<file path="config.mk">
export PLATFORM = sky130hd
export DESIGN_NAME = clken_mgr
export DESIGN_NICKNAME = d
export VERILOG_FILES = /design/src/rtl/clken_pkg.sv /design/src/rtl/clken_nco.sv /design/src/rtl/clken_mgr.sv
export SDC_FILE = /design/constraint.sdc
export NUM_CORES = 1
export LEC_CHECK = 0
export BUFFER_PORTS_ARGS = -buffer_cell sky130_fd_sc_hd__buf_2
export CORE_MARGIN = 4
export CORE_UTILIZATION = 40
export DETAILED_ROUTE_END_ITERATION = 16
export GPL_ROUTABILITY_DRIVEN = 0
export MAX_ROUTING_LAYER = met4
export PLACE_DENSITY_LB_ADDON = 0.2
export SLEW_MARGIN = 30
export SYNTH_ARGS = -nofsm -noshare
export SYNTH_HDL_FRONTEND = slang
export SYNTH_SLANG_ARGS = --single-unit
export TNS_END_PERCENT = 5
</file>
<file path="constraint.sdc">
create_clock -name clkin -period 2.8 [get_ports clkin]
set_input_delay 0.56 -clock clkin [delete_from_list [all_inputs] [get_ports clkin]]
set_output_delay 0.56 -clock clkin [all_outputs]
set_load 0.01 [all_outputs]
</file>
<file path="src/rtl/clken_pkg.sv">
// Shared types and constants for the clock-enable manager.
package clken_pkg;

  typedef enum logic [1:0] {
    WAIT_LOCK = 2'd0,
    SETTLE    = 2'd1,
    RUN       = 2'd2
  } state_t;

  localparam int LOSS_CNT_W = 8;
  localparam logic [LOSS_CNT_W-1:0] LOSS_CNT_MAX = '1;

endpackage

</file>
<file path="src/rtl/clken_nco.sv">
// One NCO channel: phase accumulator whose carry-out becomes a one-cycle enable strobe.
module clken_nco #(
  parameter int ACC_W = 24
) (
  input  logic             clk,
  input  logic             rst,
  input  logic             clr,
  input  logic [ACC_W-1:0] inc,
  output logic             strobe
);

  logic [ACC_W-1:0] acc;
  logic [ACC_W:0]   sum;

  assign sum = {1'b0, acc} + {1'b0, inc};

  // Carry of the add is the strobe; the register keeps it exactly one cycle wide.
  always_ff @(posedge clk) begin
    if (rst || clr) begin
      acc    <= '0;
      strobe <= 1'b0;
    end else begin
      acc    <= sum[ACC_W-1:0];
      strobe <= sum[ACC_W];
    end
  end

endmodule

</file>
<file path="src/rtl/clken_mgr.sv">
// Lock-qualified clock-enable manager: PLL lock settling FSM plus NUM_CH NCO strobes.
// Optional CLKEN_RESYNC_EN adds a resync input that phase-aligns all channels.
module clken_mgr
  import clken_pkg::*;
#(
  parameter int NUM_CH     = 4,
  parameter int ACC_W      = 24,
  parameter int SETTLE_CYC = 1024
) (
  input  logic                    clkin,
  input  logic                    reset,
  input  logic                    lock,
`ifdef CLKEN_RESYNC_EN
  input  logic                    resync,
`endif
  input  logic [NUM_CH*ACC_W-1:0] inc,
  output logic [NUM_CH-1:0]       clken,
  output logic                    rst_out,
  output logic                    ready,
  output logic [LOSS_CNT_W-1:0]   lock_loss_cnt
);

  localparam int CNT_W = (SETTLE_CYC > 2) ? $clog2(SETTLE_CYC) : 1;
  localparam logic [CNT_W-1:0] CNT_LAST = CNT_W'(SETTLE_CYC - 1);

  logic             sync_p0;
  logic             lock_s;
  state_t           state;
  state_t           state_nxt;
  logic [CNT_W-1:0] cnt;
  logic             run_en;
  logic             loss_evt;
  logic             clr;

  // Stage boundary: two-flop synchronizer for the asynchronous lock input.
  always_ff @(posedge clkin) begin
    if (reset) begin
      sync_p0 <= 1'b0;
      lock_s  <= 1'b0;
    end else begin
      sync_p0 <= lock;
      lock_s  <= sync_p0;
    end
  end

  always_ff @(posedge clkin) begin
    if (reset) state <= WAIT_LOCK;
    else       state <= state_nxt;
  end

  always_comb begin
    state_nxt = state;
    case (state)
      WAIT_LOCK: if (lock_s) state_nxt = SETTLE;
      SETTLE: begin
        if (!lock_s)              state_nxt = WAIT_LOCK;
        else if (cnt == CNT_LAST) state_nxt = RUN;
      end
      RUN:       if (!lock_s) state_nxt = WAIT_LOCK;
      default:   state_nxt = WAIT_LOCK;
    endcase
  end

  // Strobes stop on the same edge that leaves RUN, so a lock drop never leaks an enable.
  always_comb begin
    run_en   = (state == RUN) && lock_s;
    loss_evt = (state == RUN) && !lock_s;
  end

  always_ff @(posedge clkin) begin
    if (reset)                            cnt <= '0;
    else if (state != SETTLE)             cnt <= '0;
    else if (lock_s && (cnt != CNT_LAST)) cnt <= cnt + CNT_W'(1);
  end

  // Stage boundary: registered status outputs lag the state by one cycle.
  always_ff @(posedge clkin) begin
    if (reset) begin
      rst_out       <= 1'b1;
      ready         <= 1'b0;
      lock_loss_cnt <= '0;
    end else begin
      rst_out <= (state != RUN);
      ready   <= (state == RUN);
      if (loss_evt && (lock_loss_cnt != LOSS_CNT_MAX))
        lock_loss_cnt <= lock_loss_cnt + LOSS_CNT_W'(1);
    end
  end

`ifdef CLKEN_RESYNC_EN
  assign clr = !run_en || resync;
`else
  assign clr = !run_en;
`endif

  for (genvar k = 0; k < NUM_CH; k++) begin : g_ch
    clken_nco #(.ACC_W(ACC_W)) u_nco (
      .clk    (clkin),
      .rst    (reset),
      .clr    (clr),
      .inc    (inc[k*ACC_W +: ACC_W]),
      .strobe (clken[k])
    );
  end

endmodule
</file>
==> impl_metrics.py, run 1 <==
metrics = {
    "clock_network": {
        "postCtsHoldBufs": 0,
        "clk_pin_slew_ns": 0.06,
        "clkLatencyLatePin_ns": 0.42,
        "post_cts_resized": 0,
        "cts-root-buf": "clkbuf_16",
        "cts_buffers": 17,
        "cts_sinks": 124,
        "cts_tree": "done",
        "cts_setup_buffers": 0,
        "clockBufferDepth": 2,
        "htree_levels": 4,
    },
    "grt": {
        "grt_util_all_layers_pct": 17.9,
        "grt_pass1_vias": 7465,
        "antenna_found_initial": 0,
        "grt_max_degree": 84,
        "gr-total-overflow": 0,
        "grt_first_pass_wirelength_microns": 34400,
    },
    "routing": {
        "vias": 7626,
        "routedWlPerCell_microns": 14.3,
        "firstDrtPassIters": 4,
        "drt_wl_total_microns": 20300,
        "drt-vias-per-instance": 5.37,
        "drc": 0,
        "ant_nets": 0,
        "drt_iter0_drc": 246,
    },
    "die": {
        "coreArea_sq_um": 20400,
        "start_util_pct": 40.9,
        "io_pins": 113,
        "rows": 52,
        "die_w_microns": 152,
        "die_h_microns": 152,
        "dieArea_sq_um": 23200,
    },
    "worst_setup_path": {
        "critPathRequiredTime_ns": 3.09,
        "path_buf_inv": 1,
        "worst_path_dominant_cell_family": "compound AO/OA/AOI/OAI gates",
        "critical-path-max-stage-delay_ns": 0.41,
        "worstPathCellList": "ha_1 -> fa_1 -> a21oi_1 -> o22ai_1 -> o41ai_2 -> buf_4 -> o221ai_1 -> a31oi_1 -> xnor2_1 -> nor2_1",
        "cp-end-kind": "flop",
        "critPathKind": "reg2reg",
        "start_kind": "flop",
        "crit_arrival_ns": 2.78,
        "cp_max_fo": 4,
        "slowest_stage": "fa_1",
    },
    "cells_and_area": {
        "final_common_cell": "dfxtp_1",
        "mostFrequentLayoutCells": "124 x dfxtp_1, 123 x nor2_1, 112 x buf_2",
        "insertedDiodeCount": 0,
        "fin_nets": 1339,
        "drive_above_1_share_pct": 16.6,
        "syn_to_final_growth_pct": 20.3,
        "fin_util_pct": 49.2,
    },
    "power_and_ir_drop": {
        "power.leakage_uw": 0.00468,
        "irDropWorstVdd_mv": 0.392,
        "power_density_nw_per_um2": 454,
    },
    "placed_design": {
        "post-place-ws_ns": -0.0742,
        "hpwl_microns": 15400,
        "portBuffers": 112,
    },
    "synthesis": {
        "synth_area_sq_um": 8340,
        "synthFlopType": "dfxtp_1",
        "ys_seq_area_share_pct": 29.8,
        "yosys.area.top_type": "dfxtp_1",
        "ys.warnings.count": 0,
        "ys_seq_elements": 124,
        "synthesis.instances": 1004,
        "async_flop_share_pct": 0,
        "syn_nets": 1205,
        "synth-edff-count": 0,
        "yosysUniqueCellTypes": 61,
        "synth_top_area_share_pct": 29.8,
        "avgSynthCellArea_sq_um": 8.30,
        "synthTopCellsByArea": "dfxtp_1 30%, ha_1 15%, nor2_1 5.6%",
    },
    "timing": {
        "min_period_over_period_pct": 88.7,
        "fin_crit_ns": 2.48,
        "fin_setup_tns_ns": 0,
        "worst_slew_pin_slew_ns": 0.547,
        "slew_headroom_pct": 62.6,
        "slew_viol_final": 0,
        "setup_viol": 0,
        "rsz0062_at_grt": "false",
        "max_freq_ghz": 0.402,
        "hold_viol": 0,
        "finClkSkew_ns": 0.00809,
        "setup_ws_ns": 0.315,
    },
    "outcome": {
        "status": "finished, final reports clean",
    },
    "job": {
        "drv_cap": 0,
    },
    "worst_hold_path": {
        "worst_hold_path_type": "in2reg",
    },
}
-- cell type report --
cell class / count / area, sq um
Fill cell: 2046 / 10300
Multi-Input combinational cell: 823 / 5630
Sequential cell: 124 / 2480
Timing Repair Buffer: 147 / 836
Clock buffer: 25 / 515
Tap cell: 270 / 338
Clock inverter: 6 / 130
Inverter: 25 / 93.8
-- path summary, 6_finish.rpt --
path                         from                     to  slack (ns)  cells after the start
max          g_ch[0].u_nco.acc[0]  g_ch[0].u_nco.acc[22]        0.32                     10
min                          lock                sync_p0        0.36                      2
max reg2reg  g_ch[0].u_nco.acc[0]  g_ch[0].u_nco.acc[22]        0.32                     10
min reg2reg               sync_p0                 lock_s        0.44                      1
-- through the flow --
step / hold slack (ns) / total power (uW) / cell area (sq um) / instances
3_5_place_dp: 0.430 / 2160 / 9380 / 1389
3_3_place_gp: 0.433 / 2160 / 9380 / 1389
5_1_grt: 0.355 / 4740 / 10000 / 1420
4_1_cts: 0.347 / 4620 / 10000 / 1420
6_report: 0.364 / 4550 / 10000 / 1420
2_1_floorplan: 0.414 / 2030 / 8340 / 1004
-- state kept, by name, indices dropped and copies added (netlist names) --
name / count
lock_s: 1
g_ch.u_nco.strobe: 4
rst_out: 1
lock_loss_cnt: 8
cnt: 10
g_ch.u_nco.acc: 96
sync_p0: 1
ready: 1
state: 2
-- synth_stat cells (all sizes together) (19+ instances only) --
library cell,count
a211oi,23
inv,25
o21a,19
a21o,42
nor2,124
dfxtp,124
a21oi,84
ha,98
o21ai,58
nand3,26
nand2,61
xor2,34
clkbuf,27
xnor2,36
nor3,34
-- report_power, final --
| group | total [uW] | switching, uW | internal (uW) | leakage (uW) |
|---|---|---|---|---|
| sequential | 1770 | 1.30 | 1770 | 0.000999 |
| combinational | 360 | 196 | 164 | 0.00336 |
| clock | 2420 | 797 | 1630 | 0.000319 |
| total | 4550 | 994 | 3560 | 0.00468 |
-- cells by family (layout without fill, tap and decap cells) --
kind of cell               Yosys count  in the layout  share of synthesized area (%)
xor gates and xnor gates            70             70                           7.35
DFF                                124            124                           29.8
muxes                                7              7                          0.855
adders and majority gates          102            102                           15.7
buffers and inverters               57            203                           2.75
and+or+nand+nor                    337            337                           19.2
AOI/OAI and AO/OA                  307            307                           24.4
-- routing by layer --
metal	vias to the layer above	global-route usage [%]	routed length, microns
met5	-	-	0
met4	0	6.04	401
met3	31	3.81	879
met2	152	28.3	9230
met1	3488	22.9	9750
li1	3955	-	-
Note: power is estimated with default switching activity, not from simulation.
==> run 2: changes to the inputs <==
ABC_AREA = 1   (was unset)
==> impl_metrics.py, run 2 <==
metrics = {
    "outcome": {
        "status": "finished, final reports clean",
    },
    "timing": {
        "holdWs_ns": 0.354,
        "hold_viol": 0,
        "fin_crit_ns": 1.97,
        "min_period_over_period_pct": 70.2,
        "finClkSkew_ns": 0.0164,
        "setup_viol": 0,
        "worst_slew_pin_slew_ns": 0.598,
        "rsz0062_at_grt": "false",
        "slew_headroom_pct": 60.1,
        "fin_setup_tns_ns": 0,
        "slew_viol_final": 0,
        "max_freq_ghz": 0.509,
    },
    "synthesis": {
        "yosysMostFrequentCell": "nand2_1",
        "synthesis.instances": 1878,
        "yosys.area.top_type": "nand2_1",
        "ys_seq_area_share_pct": 23.4,
        "synthTopCellsByCount": "705 x nand2_1, 379 x inv_1, 214 x nor2_1, 124 x dfxtp_1, 105 x a21oi_1",
        "syn_nets": 2079,
        "synth_area_sq_um": 10600,
        "synth_top_area_share_pct": 24.9,
        "synth-edff-count": 0,
        "ys_seq_elements": 124,
        "synthFlopType": "dfxtp_1",
        "avgSynthCellArea_sq_um": 5.66,
        "ys.warnings.count": 0,
        "async_flop_share_pct": 0,
        "yosysUniqueCellTypes": 35,
        "synthTopCellsByArea": "nand2_1 25%, dfxtp_1 23%, inv_1 13%",
    },
    "placed_design": {
        "hpwl_microns": 23000,
        "portBuffers": 112,
    },
    "worst_setup_path": {
        "cp-end-kind": "flop",
        "reg2reg_setup_slack_ns": 0.83,
        "slowest_stage": "fa_1",
        "worstPathCellList": "ha_1 -> fa_1 -> nand3_1 -> nand3_1 -> nand2_1 -> nand2_1 -> nand2_1 -> nand2_1 -> nand2_1 -> nand2_1 -> nand2_1 -> inv_1",
        "r2r_end": "g_ch[2].u_nco.strobe",
        "r2r_cells": 12,
        "critical-path-max-stage-delay_ns": 0.46,
        "worstSetupEndpoint": "g_ch[2].u_nco.strobe",
        "crit_arrival_ns": 2.28,
        "critPathRequiredTime_ns": 3.11,
        "r2r_start": "g_ch[2].u_nco.acc[0]",
        "cp-startpoint": "g_ch[2].u_nco.acc[0]",
        "cpMostUsedCell": "nand2_1",
        "cp_max_fo": 4,
        "critPathKind": "reg2reg",
        "start_kind": "flop",
    },
    "grt": {
        "grt_max_degree": 41,
        "gr-total-overflow": 0,
        "grt_first_pass_wirelength_microns": 47700,
        "grt_util_all_layers_pct": 20.3,
        "grt_pass1_vias": 10451,
        "antenna_found_initial": 3,
    },
    "clock_network": {
        "htree_levels": 4,
        "cts_setup_buffers": 0,
        "cts_sinks": 124,
        "cts_buffers": 17,
        "cts-root-buf": "clkbuf_16",
        "post_cts_resized": 0,
        "clk_pin_slew_ns": 0.06,
        "clkLatencyLatePin_ns": 0.42,
        "cts_tree": "done",
        "clockBufferDepth": 2,
        "postCtsHoldBufs": 0,
    },
    "cells_and_area": {
        "syn_to_final_growth_pct": 13.9,
        "largest_reg_flops": 96,
        "final_common_cell": "nand2_1",
        "drive_above_1_share_pct": 8.67,
        "fin_util_pct": 46.3,
        "regMostFlops": "g_ch.u_nco.acc",
        "mostFrequentLayoutCells": "705 x nand2_1, 379 x inv_1, 214 x nor2_1",
        "fillers": 2861,
        "fin_nets": 2197,
        "reg_top3": "g_ch.u_nco.acc (96), cnt (10), lock_loss_cnt (8)",
    },
    "die": {
        "rows": 59,
        "dieArea_sq_um": 29200,
        "start_util_pct": 40.7,
        "die_w_microns": 171,
        "io_pins": 113,
        "coreArea_sq_um": 26100,
        "die_h_microns": 171,
    },
    "worst_hold_path": {
        "worst_hold_path_type": "in2reg",
    },
    "power_and_ir_drop": {
        "irDropWorstVdd_mv": 0.225,
        "power_density_nw_per_um2": 361,
        "power_uw": 4360,
        "power.leakage_uw": 0.00717,
    },
    "routing": {
        "drt_iter0_drc": 565,
        "drt-vias-per-instance": 4.72,
        "vias": 11062,
        "drt_wl_total_microns": 28600,
        "firstDrtPassIters": 5,
        "routedWlPerCell_microns": 12.2,
        "ant_nets": 0,
        "drc": 0,
    },
    "job": {
        "drv_cap": 0,
    },
}
-- run 2: cell types whose count changed after synthesis, moves of 21 or more --
| cell | change |
|---|---|
| a211oi_1 | -21 |
| xor2_1 | -32 |
| a21oi_1 | +21 |
| nand3_1 | +67 |
| xnor2_1 | -33 |
| clkbuf_1 | -27 |
| nand2_1 | +644 |
| a21o_1 | -42 |
| nor2_1 | +90 |
| inv_1 | +354 |
-- run 2: worst max-delay path, delay by kind of cell, from the launching register on --
family	cells	cell delay, ns
adder cells (fa/ha/maj)	2	0.70
buffers and inverters	1	0.04
flip-flops	1	0.30
AND/OR/NAND/NOR	9	0.83
-- run 2: cells by family after synthesis --
| logic type | count (synthesis) | synth area share [%] |
|---|---|---|
| AOI/OAI and AO/OA | 155 | 7.60 |
| xor gates and xnor gates | 5 | 0.412 |
| adders and majority gates | 102 | 12.3 |
| buffers and inverters | 399 | 14.5 |
| DFF | 124 | 23.4 |
| and+or+nand+nor | 1093 | 41.8 |
-- run 2: cell type report --
type	count	area (sq um)	share of cell area (%)
multi-input combinational	1355	6610	54.6
antenna	3	7.51	0.0620
inverter	384	1440	11.9
timing repair buffer	114	588	4.86
clock buffer	19	433	3.58
sequential	124	2480	20.5
tap	335	419	3.46
clock inverter	12	125	1.03
-- run 2: metal layers --
metal / wire length, microns / vias up / track usage (%)
met4: 410 / 0 / 5.20
li1: - / 5961 / -
met1: 13900 / 4830 / 26.5
met5: 0 / - / -
met3: 1410 / 36 / 3.47
met2: 12900 / 235 / 32.8
-- run 2: how the worst min path moves through the flow --
stage / start / endpoint / slack, ns / depth (start not counted)
finish: lock / sync_p0 / 0.35 / 3
global placement: sync_p0 / lock_s / 0.40 / 2
CTS: lock / sync_p0 / 0.33 / 3
detailed placement: sync_p0 / lock_s / 0.40 / 2
floorplan: sync_p0 / lock_s / 0.39 / 2
global route: lock / sync_p0 / 0.35 / 3
-- run 2: power breakdown --
| group | switching, uW | leakage, uW | internal [uW] |
|---|---|---|---|
| sequential | 1.17 | 0.000999 | 1770 |
| clock | 894 | 0.000268 | 1300 |
| combinational | 255 | 0.00591 | 149 |
| total | 1150 | 0.00717 | 3210 |
-- run 2: per-stage QoR --
step,area (sq um),cells,setup slack [ns]
2_1_floorplan,10600,1878,0.812
3_3_place_gp,11500,2312,0.492
3_5_place_dp,11500,2312,0.426
4_1_cts,12100,2343,0.831
5_1_grt,12100,2346,0.666
6_report,12100,2346,0.834
==> run 3: changes to the inputs <==
ABC_AREA = 0   (was 1)
clock period = 1.7 ns   (was 2.8 ns; I/O delays follow)
==> impl_metrics.py, run 3 (same netlist as run 1, synthesis figures left out) <==
metrics = {
    "timing": {
        "finClkSkew_ns": 0.0111,
        "min_period_over_period_pct": 134,
        "worst_slew_pin_slew_ns": 0.455,
        "hold_viol": 0,
        "setup_viol": 69,
        "slew_headroom_pct": 68.9,
        "fin_setup_tns_ns": -20.04,
        "slew_viol_final": 0,
        "setup_ws_ns": -0.580,
        "fin_crit_ns": 2.28,
        "rsz0062_at_grt": "true",
        "max_freq_ghz": 0.439,
    },
    "power_and_ir_drop": {
        "power_density_nw_per_um2": 619,
        "irDropWorstVdd_mv": 0.639,
        "seqPwrFrac_pct": 38.3,
        "power_switching_uw": 1800,
        "switching_share_pct": 23.7,
        "internal_power_uw": 5790,
        "clockPowerShare_pct": 51.1,
        "combinationalPowerShare_pct": 10.6,
        "power.leakage_uw": 0.00578,
    },
    "grt": {
        "grt_use_met3_pct": 3.72,
        "gr-total-overflow": 0,
        "grt_pass1_vias": 8263,
        "antenna_found_initial": 1,
        "global_route.usage.met2_pct": 31.1,
        "grt_util_all_layers_pct": 20.1,
        "grt_first_pass_wirelength_microns": 38900,
        "top_usage_layer": "met2",
        "grt_max_degree": 51,
        "use_met1_pct": 27.0,
    },
    "cells_and_area": {
        "final_common_cell": "buf_4",
        "regMostFlops": "g_ch.u_nco.acc",
        "finish.instance_area_sq_um": 12300,
        "reg_top3": "g_ch.u_nco.acc (96), cnt (10), lock_loss_cnt (8)",
        "drive_above_1_share_pct": 38.1,
        "fin_util_pct": 60.2,
        "largest_reg_flops": 96,
        "syn_to_final_growth_pct": 47.1,
        "fin_nets": 1541,
        "mostFrequentLayoutCells": "233 x buf_4, 117 x dfxtp_1, 115 x nor2_1",
    },
    "job": {
        "drv_cap": 0,
    },
    "routing": {
        "drt_iter0_drc": 268,
        "ant_nets": 0,
        "drc": 0,
        "vias": 8505,
        "firstDrtPassIters": 5,
        "routedWlPerCell_microns": 14.1,
        "drt_wl_total_microns": 23000,
        "drt-vias-per-instance": 5.23,
    },
    "die": {
        "dieArea_sq_um": 23200,
        "io_pins": 113,
        "start_util_pct": 40.9,
        "coreArea_sq_um": 20400,
        "rows": 52,
        "die_w_microns": 152,
        "die_h_microns": 152,
    },
    "clock_network": {
        "cts_tree": "done",
        "clockBufferDepth": 2,
        "cts_sinks": 124,
        "cts_buffers": 17,
        "cts-root-buf": "clkbuf_16",
        "clk_pin_slew_ns": 0.06,
        "htree_levels": 4,
        "clkLatencyLatePin_ns": 0.42,
    },
    "worst_hold_path": {
        "worst_hold_path_type": "in2reg",
    },
    "worst_setup_path": {
        "critical-path-max-stage-delay_ns": 0.33,
        "cp_max_fo": 3,
        "worstPathCellList": "ha_4 -> buf_6 -> a211oi_4 -> nor2_2 -> a211o_1 -> a21o_1 -> o31a_1 -> o41ai_4 -> o221ai_1",
        "critPathRequiredTime_ns": 1.98,
        "path_buf_inv": 1,
        "slowest_stage": "dfxtp_2",
        "cp-end-kind": "flop",
        "start_kind": "flop",
        "crit_arrival_ns": 2.56,
        "worst_path_dominant_cell_family": "compound AO/OA/AOI/OAI gates",
        "critPathKind": "reg2reg",
    },
    "placed_design": {
        "hpwl_microns": 17200,
        "portBuffers": 112,
        "dpl_cell_area_sq_um": 11000,
    },
    "outcome": {
        "status": "complete, but fails checks",
        "violations": "setup timing",
    },
}
-- run 3: cell count changes in the layout (fill, tap and decap cells not counted), sizes merged, moves of 42 or more --
cell / delta
buf: +235
nor2: -101
nand2: -651
a21o: +42
nand3: -67
inv: -359
-- run 3: path summary, 6_finish.rpt --
check | to | slack (ns) | start | cells past startpoint
hold reg to reg | lock_s | 0.44 | sync_p0 | 1
setup reg to reg | g_ch[3].u_nco.acc[23] | -0.58 | g_ch[3].u_nco.acc[0] | 9
hold / removal | sync_p0 | 0.13 | lock | 2
setup / recovery | g_ch[3].u_nco.acc[23] | -0.58 | g_ch[3].u_nco.acc[0] | 9
-- run 3: stage by stage --
stage | worst slack [ns] | hold slack, ns | instances | total power [uW]
finish | -0.580 | 0.133 | 1625 | 7590
detailed placement | -0.770 | 0.423 | 1586 | 3710
floorplan | -0.497 | 0.414 | 1004 | 3340
CTS | -0.576 | 0.123 | 1620 | 7640
global placement | -0.742 | 0.423 | 1586 | 3710
global route | -0.731 | 0.130 | 1624 | 7900
-- run 3: layout make-up --
type | instances | area, sq um
clock inverters | 13 | 173
repair buffers | 349 | 2380
well taps | 270 | 338
flip-flops and latches | 124 | 2490
fillers | 1812 | 8100
clock buffers | 19 | 443
multi-input cells | 823 | 6340
inverters | 25 | 93.8
diodes | 2 | 5.00
-- run 3: per-layer routing --
layer / routed length [microns] / up-vias / part of all wire, %
met4: 371 / 0 / 1.6
met5: 0 / - / 0
met1: 11200 / 3972 / 49
li1: - / 4348 / -
met3: 987 / 29 / 4.3
met2: 10500 / 156 / 46
-- run 3: worst register-to-register path: stages, from the launching register on --
cell and delay [ns]:
dfxtp_2 0.33, ha_4 0.16, buf_6 0.12, a211oi_4 0.24
nor2_2 0.09, a211o_1 0.28, a21o_1 0.20, o31a_1 0.29
o41ai_4 0.27, o221ai_1 0.17
-- run 3: repair_timing --
item | CTS | global route
gates resized for setup | 88 | 55
setup endpoints to repair | 77 | 85
buffers inserted | 2 | 3
pin swaps | 57 | 22
hold buffers | 0 | 0
-- run 3: power groups by stage --
stage	combinational (uW)	sequential (uW)	clock, uW
2_1_floorplan	367	2970	0
5_1_grt	892	2910	4100
6_report	802	2910	3880
3_3_place_gp	733	2970	0
3_5_place_dp	735	2970	0
4_1_cts	775	2910	3950
